**config.mk**
```make
export PLATFORM = sky130hd
export DESIGN_NAME = alarm_trigger_ctrl
export DESIGN_NICKNAME = d
export VERILOG_FILES = /design/src/rtl/alarm_pkg.sv /design/src/rtl/button_conditioner.sv /design/src/rtl/alarm_trigger_ctrl.sv
export SDC_FILE = /design/constraint.sdc
export NUM_CORES = 1
export LEC_CHECK = 0
export BUFFER_PORTS_ARGS = -buffer_cell sky130_fd_sc_hd__buf_4
export CORE_ASPECT_RATIO = 2
export CORE_MARGIN = 2
export CORE_UTILIZATION = 50
export CTS_BUF_LIST = sky130_fd_sc_hd__clkbuf_16
export DETAILED_ROUTE_END_ITERATION = 16
export GPL_TIMING_DRIVEN = 0
export HOLD_SLACK_MARGIN = 0.03
export PLACE_DENSITY = 0.71
export SYNTH_ARGS = -nofsm -noshare
export SYNTH_HDL_FRONTEND = slang
export SYNTH_SLANG_ARGS = --single-unit
```
**constraint.sdc**
```tcl
create_clock -name clock -period 1.9 [get_ports clock]
set_input_delay 0.285 -clock clock [delete_from_list [all_inputs] [get_ports clock]]
set_output_delay 0.285 -clock clock [all_outputs]
set_load 0.05 [all_outputs]
```
**src/rtl/alarm_pkg.sv**
```systemverilog
// Shared definitions for the alarm trigger controller: FSM encodings,
// time limits and button indices.
package alarm_pkg;

    typedef enum logic [2:0] {
        ST_IDLE    = 3'd0,
        ST_SET     = 3'd1,
        ST_ARMED   = 3'd2,
        ST_RINGING = 3'd3,
        ST_SNOOZE  = 3'd4
    } state_t;

    localparam int MAX_HOUR = 23;
    localparam int MAX_MIN  = 59;

    // Button indices double as press priority: lower index wins.
    localparam int BTN_ARM    = 0;
    localparam int BTN_SNOOZE = 1;
    localparam int BTN_SET    = 2;
    localparam int BTN_HOUR   = 3;
    localparam int BTN_MIN    = 4;
    localparam int NUM_BTN    = 5;

    function automatic logic [5:0] wrap_inc(input logic [5:0] value, input logic [5:0] max_value);
        return (value == max_value) ? 6'd0 : value + 6'd1;
    endfunction

endpackage

```
**src/rtl/button_conditioner.sv**
```systemverilog
// Two-flop synchronizer, counter debouncer and one-cycle rising-edge pulse
// for a single raw push-button.
module button_conditioner #(
    parameter int DEBOUNCE_CYCLES = 1_000_000
) (
    input  logic clock,
    input  logic reset,
    input  logic raw,
    output logic press
);

    localparam int CNT_W = (DEBOUNCE_CYCLES > 1) ? $clog2(DEBOUNCE_CYCLES) : 1;
    localparam logic [CNT_W-1:0] LAST = CNT_W'(DEBOUNCE_CYCLES - 1);

    logic             sync_a;
    logic             sync_b;
    logic             level;
    logic [CNT_W-1:0] cnt;

    always_ff @(posedge clock) begin
        if (reset) begin
            // Start as if held, so a button already down at release never fires.
            sync_a <= 1'b1;
            sync_b <= 1'b1;
            level  <= 1'b1;
            cnt    <= '0;
            press  <= 1'b0;
        end else begin
            sync_a <= raw;
            sync_b <= sync_a;
            press  <= 1'b0;
            if (sync_b == level) begin
                cnt <= '0;
            end else if (cnt == LAST) begin
                level <= sync_b;
                cnt   <= '0;
                press <= sync_b;
            end else begin
                cnt <= cnt + CNT_W'(1);
            end
        end
    end

endmodule

```
**src/rtl/alarm_trigger_ctrl.sv**
```systemverilog
// Alarm clock trigger: button handling, alarm time setting, arming, ringing
// with auto-stop and snooze, driving a registered play request.
module alarm_trigger_ctrl
    import alarm_pkg::*;
#(
    parameter int DEBOUNCE_CYCLES = 1_000_000,
    parameter int RING_SECONDS    = 60,
    parameter int SNOOZE_MIN      = 5
) (
    input  logic       clock,
    input  logic       reset,
    input  logic       tick_1hz,
    input  logic [4:0] cur_hour,
    input  logic [5:0] cur_min,
    input  logic [5:0] cur_sec,
    input  logic       btn_set,
    input  logic       btn_hour,
    input  logic       btn_min,
    input  logic       btn_arm,
    input  logic       btn_snooze,
    output logic       play_sound,
    output logic [4:0] alarm_hour,
    output logic [5:0] alarm_min,
    output logic [2:0] state,
    output logic       armed
);

    localparam int SNOOZE_SECONDS = SNOOZE_MIN * 60;
    localparam int CNT_TOP = (SNOOZE_SECONDS > RING_SECONDS) ? SNOOZE_SECONDS : RING_SECONDS;
    localparam int CNT_W   = $clog2(CNT_TOP + 1);
    localparam logic [CNT_W-1:0] RING_LAST   = CNT_W'(RING_SECONDS - 1);
    localparam logic [CNT_W-1:0] SNOOZE_LAST = CNT_W'(SNOOZE_SECONDS - 1);

    state_t             fsm;
    logic [CNT_W-1:0]   sec_cnt;
    logic [NUM_BTN-1:0] raw;
    logic [NUM_BTN-1:0] press;
    logic               time_match;

    assign raw = {btn_min, btn_hour, btn_set, btn_snooze, btn_arm};

    for (genvar i = 0; i < NUM_BTN; i++) begin : g_btn
        button_conditioner #(
            .DEBOUNCE_CYCLES(DEBOUNCE_CYCLES)
        ) u_cond (
            .clock(clock),
            .reset(reset),
            .raw  (raw[i]),
            .press(press[i])
        );
    end

    assign time_match = tick_1hz && (cur_sec == 6'd0) &&
                        (cur_hour == alarm_hour) && (cur_min == alarm_min);
    assign state = fsm;

    // Each branch tests presses in priority order; a press that changes state
    // pre-empts any tick arriving in the same cycle.
    always_ff @(posedge clock) begin
        if (reset) begin
            fsm        <= ST_IDLE;
            play_sound <= 1'b0;
            armed      <= 1'b0;
            alarm_hour <= '0;
            alarm_min  <= '0;
            sec_cnt    <= '0;
        end else begin
            case (fsm)
                ST_IDLE: begin
                    if (press[BTN_ARM]) begin
                        fsm   <= ST_ARMED;
                        armed <= 1'b1;
                    end else if (press[BTN_SET]) begin
                        fsm <= ST_SET;
                    end
                end
                ST_SET: begin
                    if (press[BTN_SET]) begin
                        fsm <= ST_IDLE;
                    end else if (press[BTN_HOUR]) begin
                        alarm_hour <= 5'(wrap_inc({1'b0, alarm_hour}, 6'(MAX_HOUR)));
                    end else if (press[BTN_MIN]) begin
                        alarm_min <= wrap_inc(alarm_min, 6'(MAX_MIN));
                    end
                end
                ST_ARMED: begin
                    if (press[BTN_ARM]) begin
                        fsm   <= ST_IDLE;
                        armed <= 1'b0;
                    end else if (press[BTN_SET]) begin
                        fsm   <= ST_SET;
                        armed <= 1'b0;
                    end else if (time_match) begin
                        fsm        <= ST_RINGING;
                        play_sound <= 1'b1;
                        sec_cnt    <= '0;
                    end
                end
                ST_RINGING: begin
                    if (press[BTN_ARM]) begin
                        fsm        <= ST_IDLE;
                        play_sound <= 1'b0;
                        armed      <= 1'b0;
                    end else if (press[BTN_SNOOZE]) begin
                        fsm        <= ST_SNOOZE;
                        play_sound <= 1'b0;
                        sec_cnt    <= '0;
                    end else if (tick_1hz) begin
                        if (sec_cnt == RING_LAST) begin
                            fsm        <= ST_ARMED;
                            play_sound <= 1'b0;
                        end else begin
                            sec_cnt <= sec_cnt + CNT_W'(1);
                        end
                    end
                end
                ST_SNOOZE: begin
                    if (press[BTN_ARM]) begin
                        fsm   <= ST_IDLE;
                        armed <= 1'b0;
                    end else if (tick_1hz) begin
                        if (sec_cnt == SNOOZE_LAST) begin
                            fsm        <= ST_RINGING;
                            play_sound <= 1'b1;
                            sec_cnt    <= '0;
                        end else begin
                            sec_cnt <= sec_cnt + CNT_W'(1);
                        end
                    end
                end
                default: begin
                    fsm        <= ST_IDLE;
                    play_sound <= 1'b0;
                    armed      <= 1'b0;
                end
            endcase
        end
    end

endmodule
```
# --- Word level (Yosys, flattened, before mapping) ---
# Cells that the tools add are included.
op_classes:
  n_bitwise: 14
  reduce_logical: 29
  addsub: 8
  n_eq_ne: 39
  muxes: 43
ops:
  columns: ["op", "count"]
  rows:
  - ["$add A20 B1 Y20 const B", 5]
  - ["$eq A20 B20 Y1 const B", 5]
  - ["$mux W9", 10]
  - ["$mux W3", 13]
  - ["$reduce_or A3 Y1", 10]
  - ["$pmux W9 S3", 1]
  - ["$reduce_and A9 Y1", 2]
  - ["$pmux W3 S5", 1]
  - ["$mux W1", 14]
  - ["$ne A2 B2 Y1 const B", 7]
  - ["$not A1 Y1", 14]
  - ["$ne A3 B2 Y1 const B", 4]
  - ["$ne A4 B2 Y1 const B", 3]
  - ["$reduce_and A2 Y1", 5]
  - ["$add A9 B1 Y9 const B", 1]
  - ["$eq A9 B6 Y1 const B", 1]
  - ["$eq A9 B9 Y1 const B", 1]
  - ["$pmux W1 S4", 2]
  - ["$reduce_and A4 Y1", 2]
  - ["$reduce_and A7 Y1", 1]
  - ["$add A6 B1 Y6 const B", 1]
  - ["$eq A3 B2 Y1 const B", 2]
  - ["$eq A6 B6 Y1", 1]
  - ["$eq A6 B6 Y1 const B", 1]
  - ["other kinds (16)", 26]
word_totals:
  output_inout_bits: 16
  input_bits: 25
  register_bits: 145

# --- Longest topological paths before layout ---
# Gate-level depths: netlist of run 1.
logic_depth:
  ltp_word: 8
  ltp_mapped: 7
  ltp_nobuf: 7

# --- Hierarchy ---
# Synthesis of run 1 repeated with hierarchy kept, for this count alone.
unflattened:
  hier_cells: 764
  hier_area_um2: 6790.3
modules_own_cells:
  columns: ["module", "instances", "cells_each", "seq_area_each_um2", "area_each_um2"]
  rows:
  - ["button_conditioner at g_btn[0].u_cond ...", 4, 114, 480.5, 1042.2]
  - ["alarm_trigger_ctrl", 1, 190, 500.5, 1579.0]
  - ["button_conditioner at g_btn[4].u_cond", 1, 118, 480.5, 1042.2]

# --- Worst setup path before layout of run 1 ---
# No wires, ideal clock.
synth_path:
  path_kind: "register to register"
  start: "reg fsm[2] (netlist: state[2])"
  end: "reg sec_cnt[4]"
  n_path_buf: 1
  required_ps: 1842
  t_arrival_ps: 2149
  path_stages_with_launch: 8
  path_slack_ps: -307
  path_cell_list: "dfxtp_1 -> buf_4 -> nor3b_4 -> o31ai_2 -> a21o_2 -> or4b_4 -> nor2b_1 -> o22a_1"
synth_between:
  elab_chain_len: 3
  word_cells_on_any_way: 14
synth_rtl:
  columns: ["element", "line", "text"]
  rows:
  - ["from (decl)", "alarm_trigger_ctrl.sv:34", "state_t fsm;"]
  - ["from (signal assigned)", "alarm_trigger_ctrl.sv:61", "fsm <= ST_IDLE;"]
  - ["from (signal assigned)", "alarm_trigger_ctrl.sv:71", "fsm <= ST_ARMED;"]
  - ["from (signal assigned)", "alarm_trigger_ctrl.sv:74", "fsm <= ST_SET;"]
  - ["$eq A3 B2 Y1 or $eq A3 B3 Y1 (tied branches)", "alarm_trigger_ctrl.sv:68", "case (fsm)"]
  - ["$ne A3 B2 Y1 (no line), or another cell as far along", null, null]
  - ["$reduce_and A9 Y1 (no line)", null, null]
  - ["to (signal assigned)", "alarm_trigger_ctrl.sv:113", "sec_cnt <= sec_cnt + CNT_W'(1);"]
  - ["to (signal assigned)", "alarm_trigger_ctrl.sv:127", "sec_cnt <= sec_cnt + CNT_W'(1);"]
  - ["to (decl)", "alarm_trigger_ctrl.sv:35", "logic [CNT_W-1:0] sec_cnt;"]
# Several ways; a longest one is shown, not always the timed one.
# A chain may end at the register's enable or synchronous reset.

# --- Final worst setup path of run 1 ---
layout_path:
  start: "reg sec_cnt[6]"
  end: "reg play_sound"
layout_between:
  elab_chain_len: 3
  word_cells_on_any_way: 5
layout_rtl:
  columns: ["element", "line", "text"]
  rows:
  - ["$eq A9 B6 Y1 or $eq A9 B9 Y1 (tied branches)", "alarm_trigger_ctrl.sv:109, alarm_trigger_ctrl.sv:122", null]
  - ["$ne A4 B2 Y1 (no line) or $ne A2 B2 Y1 (tied branches)", null, null]
  - ["$reduce_and A9 Y1 (no line) (*)", null, null]
  - ["to (signal assigned)", "alarm_trigger_ctrl.sv:106", "play_sound <= 1'b0;"]
  - ["to (signal assigned)", "alarm_trigger_ctrl.sv:111", "play_sound <= 1'b0;"]
  - ["to (signal assigned)", "alarm_trigger_ctrl.sv:124", "play_sound <= 1'b1;"]
  - ["to (decl)", "alarm_trigger_ctrl.sv:21", "output logic play_sound,"]
# Every way passes the cells marked *; elsewhere a longest branch is shown, timed or not.

==> results of run 1 <==
## power by group through the flow
stage / sequential (mW) / clock, mW / combinational (mW)
after floorplan: 3.13 / 0 / 0.0636
after global placement: 3.13 / 0 / 0.134
after detailed placement: 3.13 / 0 / 0.138
after CTS: 3.06 / 3.24 / 0.140
after global routing: 3.06 / 3.39 / 0.153
final: 3.06 / 3.19 / 0.138
## cell families after synthesis
kind of cell / Yosys count / synth area share, %
AND/OR/NAND/NOR: 394 / 30.5
flip-flops: 145 / 45.2
XOR/XNOR: 111 / 15.1
AO/OA/AOI/OAI: 47 / 5.24
buffers and inverters: 27 / 1.77
adder cells (fa/ha/maj): 8 / 1.56
multiplexers: 4 / 0.623
## synthesized netlist by cell type, types with 10 or more instances
library cell  count
nor2_1          155
dfxtp_1         145
xor2_1           62
nand2_1          54
xnor2_1          49
nand3_1          47
and3_1           27
nand4_1          21
nor4_1           12
o21ai_0          12
or2_2            12
nand2b_1         10
## worst paths after layout
path                            slack, ps                endpoint                   start
worst max-delay path                 -100              play_sound              sec_cnt[6]
worst min-delay path                   60  g_btn[3].u_cond.sync_a                btn_hour
worst max register to register       -100              play_sound              sec_cnt[6]
worst min register to register        410  g_btn[4].u_cond.sync_b  g_btn[4].u_cond.sync_a
## routing by layer
metal	global-route usage, %	up-vias	wire length (um)
li1	-	2645	-
met2	42.4	90	8220
met4	11.2	0	488
met1	20.2	2560	5150
met3	4.72	48	315
met5	0	-	0
## metrics by stage
step	cells	setup TNS (ps)	utilization, %	hold WS (ps)	power [mW]
after floorplan	736	0	-	389	3.20
after global placement	926	-13150	55.2	392	3.26
after detailed placement	926	-16610	55.2	399	3.27
after CTS	969	-23.4	61.5	43.2	6.44
after global routing	972	-1230	62.3	39.1	6.61
final	972	-435	62.3	57.0	6.39
## area by class of cell
type | count | area share [%]
Tap cell | 150 | 2.40
Clock buffer | 18 | 5.76
Clock inverter | 14 | 1.57
Multi-Input combinational cell | 564 | 46.0
Timing Repair Buffer | 54 | 5.35
Sequential cell | 145 | 37.4
Inverter | 9 | 0.432
Buffer | 18 | 1.10
## what timing repair did
action | CTS | global route
pin swaps | 13 | 10
setup endpoints to repair | 93 | 93
buffers inserted | 11 | 3
gates resized for setup | 27 | 16
cloned | 0 | 0
hold buffers | 0 | 0
## flip-flops by register name, summed over array words and instances, names as in the netlist
register,count
alarm_hour,5
alarm_min,6
armed,1
g_btn.u_cond.cnt,100
g_btn.u_cond.level,5
g_btn.u_cond.press,5
g_btn.u_cond.sync_a,5
g_btn.u_cond.sync_b,5
play_sound,1
sec_cnt,9
state,3
## worst reg2reg max path, stage by stage, from the launching register on
cell and delay (ps):
dfxtp_2 340, or4b_4 580, or3_4 360, o211ai_1 190, buf_4 180, a41oi_2 130
nor3_2 170
==> flow_metrics.tcl, run 1 <==
set metrics [dict create \
    cts_buffers 17 \
    htree_levels 4 \
    grt.total_usage_pct 21.6 \
    layout_commonest_cell "nor2_1" \
    setup.worst_path.end_class "register" \
    final_cell_mix "153 x nor2_1, 130 x dfxtp_1, 62 x xor2_1, 53 x buf_4, 51 x nand2_1" \
    dp_hpwl_um 10300 \
    crit_arrival_ps 2340 \
    drtPass1Iterations 4 \
    wl_per_cell_um 14.6 \
    num_vias 5343 \
    worstPathMaxFanout 5 \
    seq_power_share_pct 47.9 \
    violations "negative setup slack" \
    seqCellArea_um2 2930 \
    crit_chain "or4b_4 > or3_4 > o211ai_1 > buf_4 > a41oi_2 > nor3_2" \
    cp.required_ps 2240 \
    rsz0062_at_grt "true" \
    finalHoldViolCount 0 \
    dieArea_um2 13800 \
    multiInputGateArea_um2 3590 \
    reg2reg_depth 6 \
    antenna_found_initial 0 \
    ios 41 \
    cp_slowest_cell "or4b_4" \
    tritoncts "done" \
    die_h_um 164 \
    clkPwrFrac_pct 49.9 \
    overflow 0 \
    p_switching_mw 1.30 \
    yosysWarnings 0 \
    slew_headroom_pct 57.8 \
    max_stage_delay_ps 580 \
    wirelength_um 14200 \
    dp_slack_ps -357 \
    synth_edf_count 0 \
    hp-class "input pin to register" \
    drtIter0Drc 244 \
    synthCells 736 \
    synth_top_area_share_pct 45.2 \
    pwr-share-comb_pct 2.2 \
    synth.distinct_cells 50 \
    outcome "finished with violations" \
    crit_family "simple AND/OR/NAND/NOR gates" \
    drv_slew 0 \
    antennaDiodeCount 0 \
    worstSetupPathType "register to register" \
    clkLatencyLatePin_ps 410 \
    power.leakage_nw 2.87 \
    core_region_area_um2 12600 \
    chipWidth_um 84.1 \
    switching_share_pct 20.3 \
    cts.path.max_buffers 2 \
    max_clock_freq_mhz 499 \
    ir_worst_vdd_uv 709 \
    synthArstFlopShare_pct 0 \
    cp-start-kind "register" \
    syn_area_um2 6420 \
    fillers 1061 \
    area_growth_pct 21.7 \
    clockRootBuffer "clkbuf_16" \
    ant_nets 0 \
    finalSetupViolCount 10 \
    intPower_mw 5.09 \
    skew_ps 7.73 \
    grt_pass1_vias 5531 \
    setup_slack_ps -104 \
    holdPathStages 2 \
    viasPerCell 5.50 \
    synth_area_leader_cell "dfxtp_1" \
    drc 0 \
    drive_gt1_share_pct 18.0 \
    cap_violations 0 \
    cts_sinks 145 \
    netlist_top_cells_area "dfxtp_1 45%, nor2_1 9.1%, xor2_1 8.5%" \
    rows 58 \
    period_share_pct 105 \
    placed_area_um2 6930 \
    clkTransAtPathRegs_ps 60 \
    grt_pass1_wl_um 24300 \
    postLayoutCellArea_um2 7820 \
    syn_avg_cell_area_um2 8.73 \
    worst-path-stages 6 \
    ys_seq_area_share_pct 45.2 \
    start_util_pct 51.2 \
    grt_max_degree 17 \
    crit_buf_inv 1 \
    tightest_slew_ps 633 \
    power_density_nw_per_um2 818 \
    gp_congestion 0.883 \
    ys.flop_type "dfxtp_1" \
    ys_seq_elements 145 \
    fin_crit_ps 2000 \
    fin_nets 842 \
    syn_nets 769 \
    port_buffers 40 \
]
No activity file was read; power rests on OpenSTA's default activity.
==> run 2, diff against run 1 <==
--- a/config.mk
+++ b/config.mk
@@ -6,14 +6,16 @@
 export NUM_CORES = 1
 export LEC_CHECK = 0
 export BUFFER_PORTS_ARGS = -buffer_cell sky130_fd_sc_hd__buf_4
+export CELL_PAD_IN_SITES_DETAIL_PLACEMENT = 1
+export CELL_PAD_IN_SITES_GLOBAL_PLACEMENT = 1
 export CORE_ASPECT_RATIO = 2
 export CORE_MARGIN = 2
-export CORE_UTILIZATION = 50
+export CORE_UTILIZATION = 40
 export CTS_BUF_LIST = sky130_fd_sc_hd__clkbuf_16
 export DETAILED_ROUTE_END_ITERATION = 16
 export GPL_TIMING_DRIVEN = 0
 export HOLD_SLACK_MARGIN = 0.03
-export PLACE_DENSITY = 0.71
+export PLACE_DENSITY = 0.74
 export SYNTH_ARGS = -nofsm -noshare
 export SYNTH_HDL_FRONTEND = slang
 export SYNTH_SLANG_ARGS = --single-unit
==> run 2 against run 1 <==
Effect of this change: the run still ends with negative setup slack left; critical path type unchanged; power increased by 8.7%; wire length increased by 18%; critical path depth increased by 1; sequential power about the same; via count increased by 2.3%; combinational power increased by 7%; cell count increased by 6.1%.
==> flow_metrics.tcl, run 2 (synthesis results as in run 1) <==
set metrics [dict create \
    outcome "finished with violations" \
    violations "negative setup slack" \
    htree_levels 4 \
    num_vias 5467 \
    finalHoldViolCount 0 \
    grt_pass1_wl_um 27800 \
    pwr-share-comb_pct 2.1 \
    drtIter0Drc 141 \
    hp-class "input pin to register" \
    setup.worst_path.end_class "register" \
    largest_register_ffs 100 \
    intPower_mw 5.53 \
    final_cells 1031 \
    clockRootBuffer "clkbuf_16" \
    area_growth_pct 26.4 \
    antenna_found_initial 0 \
    core_region_area_um2 15800 \
    die_h_um 183 \
    ant_nets 0 \
    chipWidth_um 93.6 \
    start_util_pct 40.7 \
    hold_slack_ps 46.0 \
    drtPass1Iterations 4 \
    grt_pass1_vias 6107 \
    power.leakage_nw 2.99 \
    cts_sinks 145 \
    fin_nets 850 \
    power_density_nw_per_um2 855 \
    drv_slew 0 \
    cts_buffers 17 \
    wl_per_cell_um 16.2 \
    switching_share_pct 20.4 \
    p_switching_mw 1.42 \
    post-route-util_pct 51.5 \
    ir_worst_vdd_uv 605 \
    grt_max_degree 17 \
    worstSetupPathType "register to register" \
    cp_slowest_cell "or4b_4" \
    place_inst 977 \
    clkLatencyLatePin_ps 430 \
    cts.path.max_buffers 2 \
    gp_congestion 0.774 \
    antennaDiodeCount 0 \
    largest-register "g_btn.u_cond.cnt" \
    viasPerCell 5.30 \
    skew_ps 12.2 \
    grt.total_usage_pct 20.3 \
    reg.largest.list "g_btn.u_cond.cnt: 100 flops, sec_cnt: 9 flops, alarm_min: 6 flops" \
    worstPathMaxFanout 3 \
    cp.required_ps 2180 \
    tritoncts "done" \
    crit_family "simple AND/OR/NAND/NOR gates" \
    clkTransAtPathRegs_ps 70 \
    fillers 1838 \
    drive_gt1_share_pct 21.8 \
    placed_area_um2 7000 \
    finalSetupViolCount 7 \
    final_cell_mix "152 x nor2_1, 121 x dfxtp_1, 62 x xor2_1, 61 x buf_4, 51 x nand2_1" \
    crit_buf_inv 1 \
    max_clock_freq_mhz 497 \
    fin_crit_ps 2010 \
    max_stage_delay_ps 580 \
    postLayoutCellArea_um2 8120 \
    p_total_mw 6.95 \
    rsz0062_at_grt "true" \
    cp-start-kind "register" \
    tightest_slew_ps 654 \
    slew_headroom_pct 56.4 \
    wirelength_um 16800 \
    cap_violations 0 \
    crit_arrival_ps 2300 \
    clkPwrFrac_pct 53.8 \
    period_share_pct 106 \
    ios 41 \
    crit_chain "or4b_4 > or3_4 > o211ai_1 > buf_4 > nand3_2 > nor2_2 > nor3_1" \
    dieArea_um2 17100 \
    setup_slack_ps -112 \
    seq_power_share_pct 44.1 \
    dp_hpwl_um 11800 \
    drc 0 \
    rows 65 \
    overflow 0 \
    port_buffers 40 \
    layout_commonest_cell "nor2_1" \
]
run 2: cell types whose count changed in the layout (fill, tap and decap cells not counted), sizes merged:
cell,change
buf,+4
clkinv,-2
clkbuf,+3
dlygate4sd3,+1
bufinv,+3
clkinvlp,-1
run 2: path summary, 6_finish.rpt:
path	startpoint	endpoint	slack, ps	cells after the start
min	btn_min	g_btn[4].u_cond.sync_a	50	2
max reg2reg	sec_cnt[6]	play_sound	-110	7
min reg2reg	g_btn[0].u_cond.sync_a	g_btn[0].u_cond.sync_b	410	1
max	sec_cnt[6]	play_sound	-110	7
run 2: repair_timing:
action                                 in CTS  in global routing
endpoints found under the hold margin       1                  0
hold buffers                                1                  0
gates cloned                                0                  0
gates resized for setup                    29                 43
buffers inserted                           13                  9
setup endpoints to repair                  96                 99
pin swaps                                  11                 13
run 2: stage by stage:
| stage | worst slack [ps] | setup TNS [ps] |
|---|---|---|
| 2_1_floorplan | 11.4 | 0 |
| 3_3_place_gp | -305 | -16790 |
| 3_5_place_dp | -407 | -22750 |
| 4_1_cts | -97.4 | -311 |
| 5_1_grt | -140 | -892 |
| 6_report | -112 | -288 |
run 2: power groups by stage:
stage / clock network, mW / logic [mW] / registers, mW
after floorplan: 0 / 0.0636 / 3.13
after global placement: 0 / 0.135 / 3.13
after detailed placement: 0 / 0.140 / 3.13
after CTS: 3.80 / 0.144 / 3.06
after global routing: 3.95 / 0.163 / 3.06
final: 3.74 / 0.147 / 3.06
run 2: area by class of cell:
| class | count | area [um2] | share of cell area, % |
|---|---|---|---|
| inverter | 9 | 33.8 | 0.416 |
| tap | 201 | 251 | 3.10 |
| buffer | 17 | 96.3 | 1.19 |
| clock buffer | 18 | 450 | 5.55 |
| multi-input combinational | 564 | 3650 | 44.9 |
| sequential | 145 | 2940 | 36.2 |
| timing repair buffer | 63 | 488 | 6.01 |
| clock inverter | 14 | 213 | 2.62 |
run 2: routing by layer:
layer,wire length [um],track usage [%],part of all wire (%)
met1,6110,18.3,36
met2,9890,41.3,59
met3,292,4.48,1.7
met4,453,8.52,2.7
met5,0,0,0
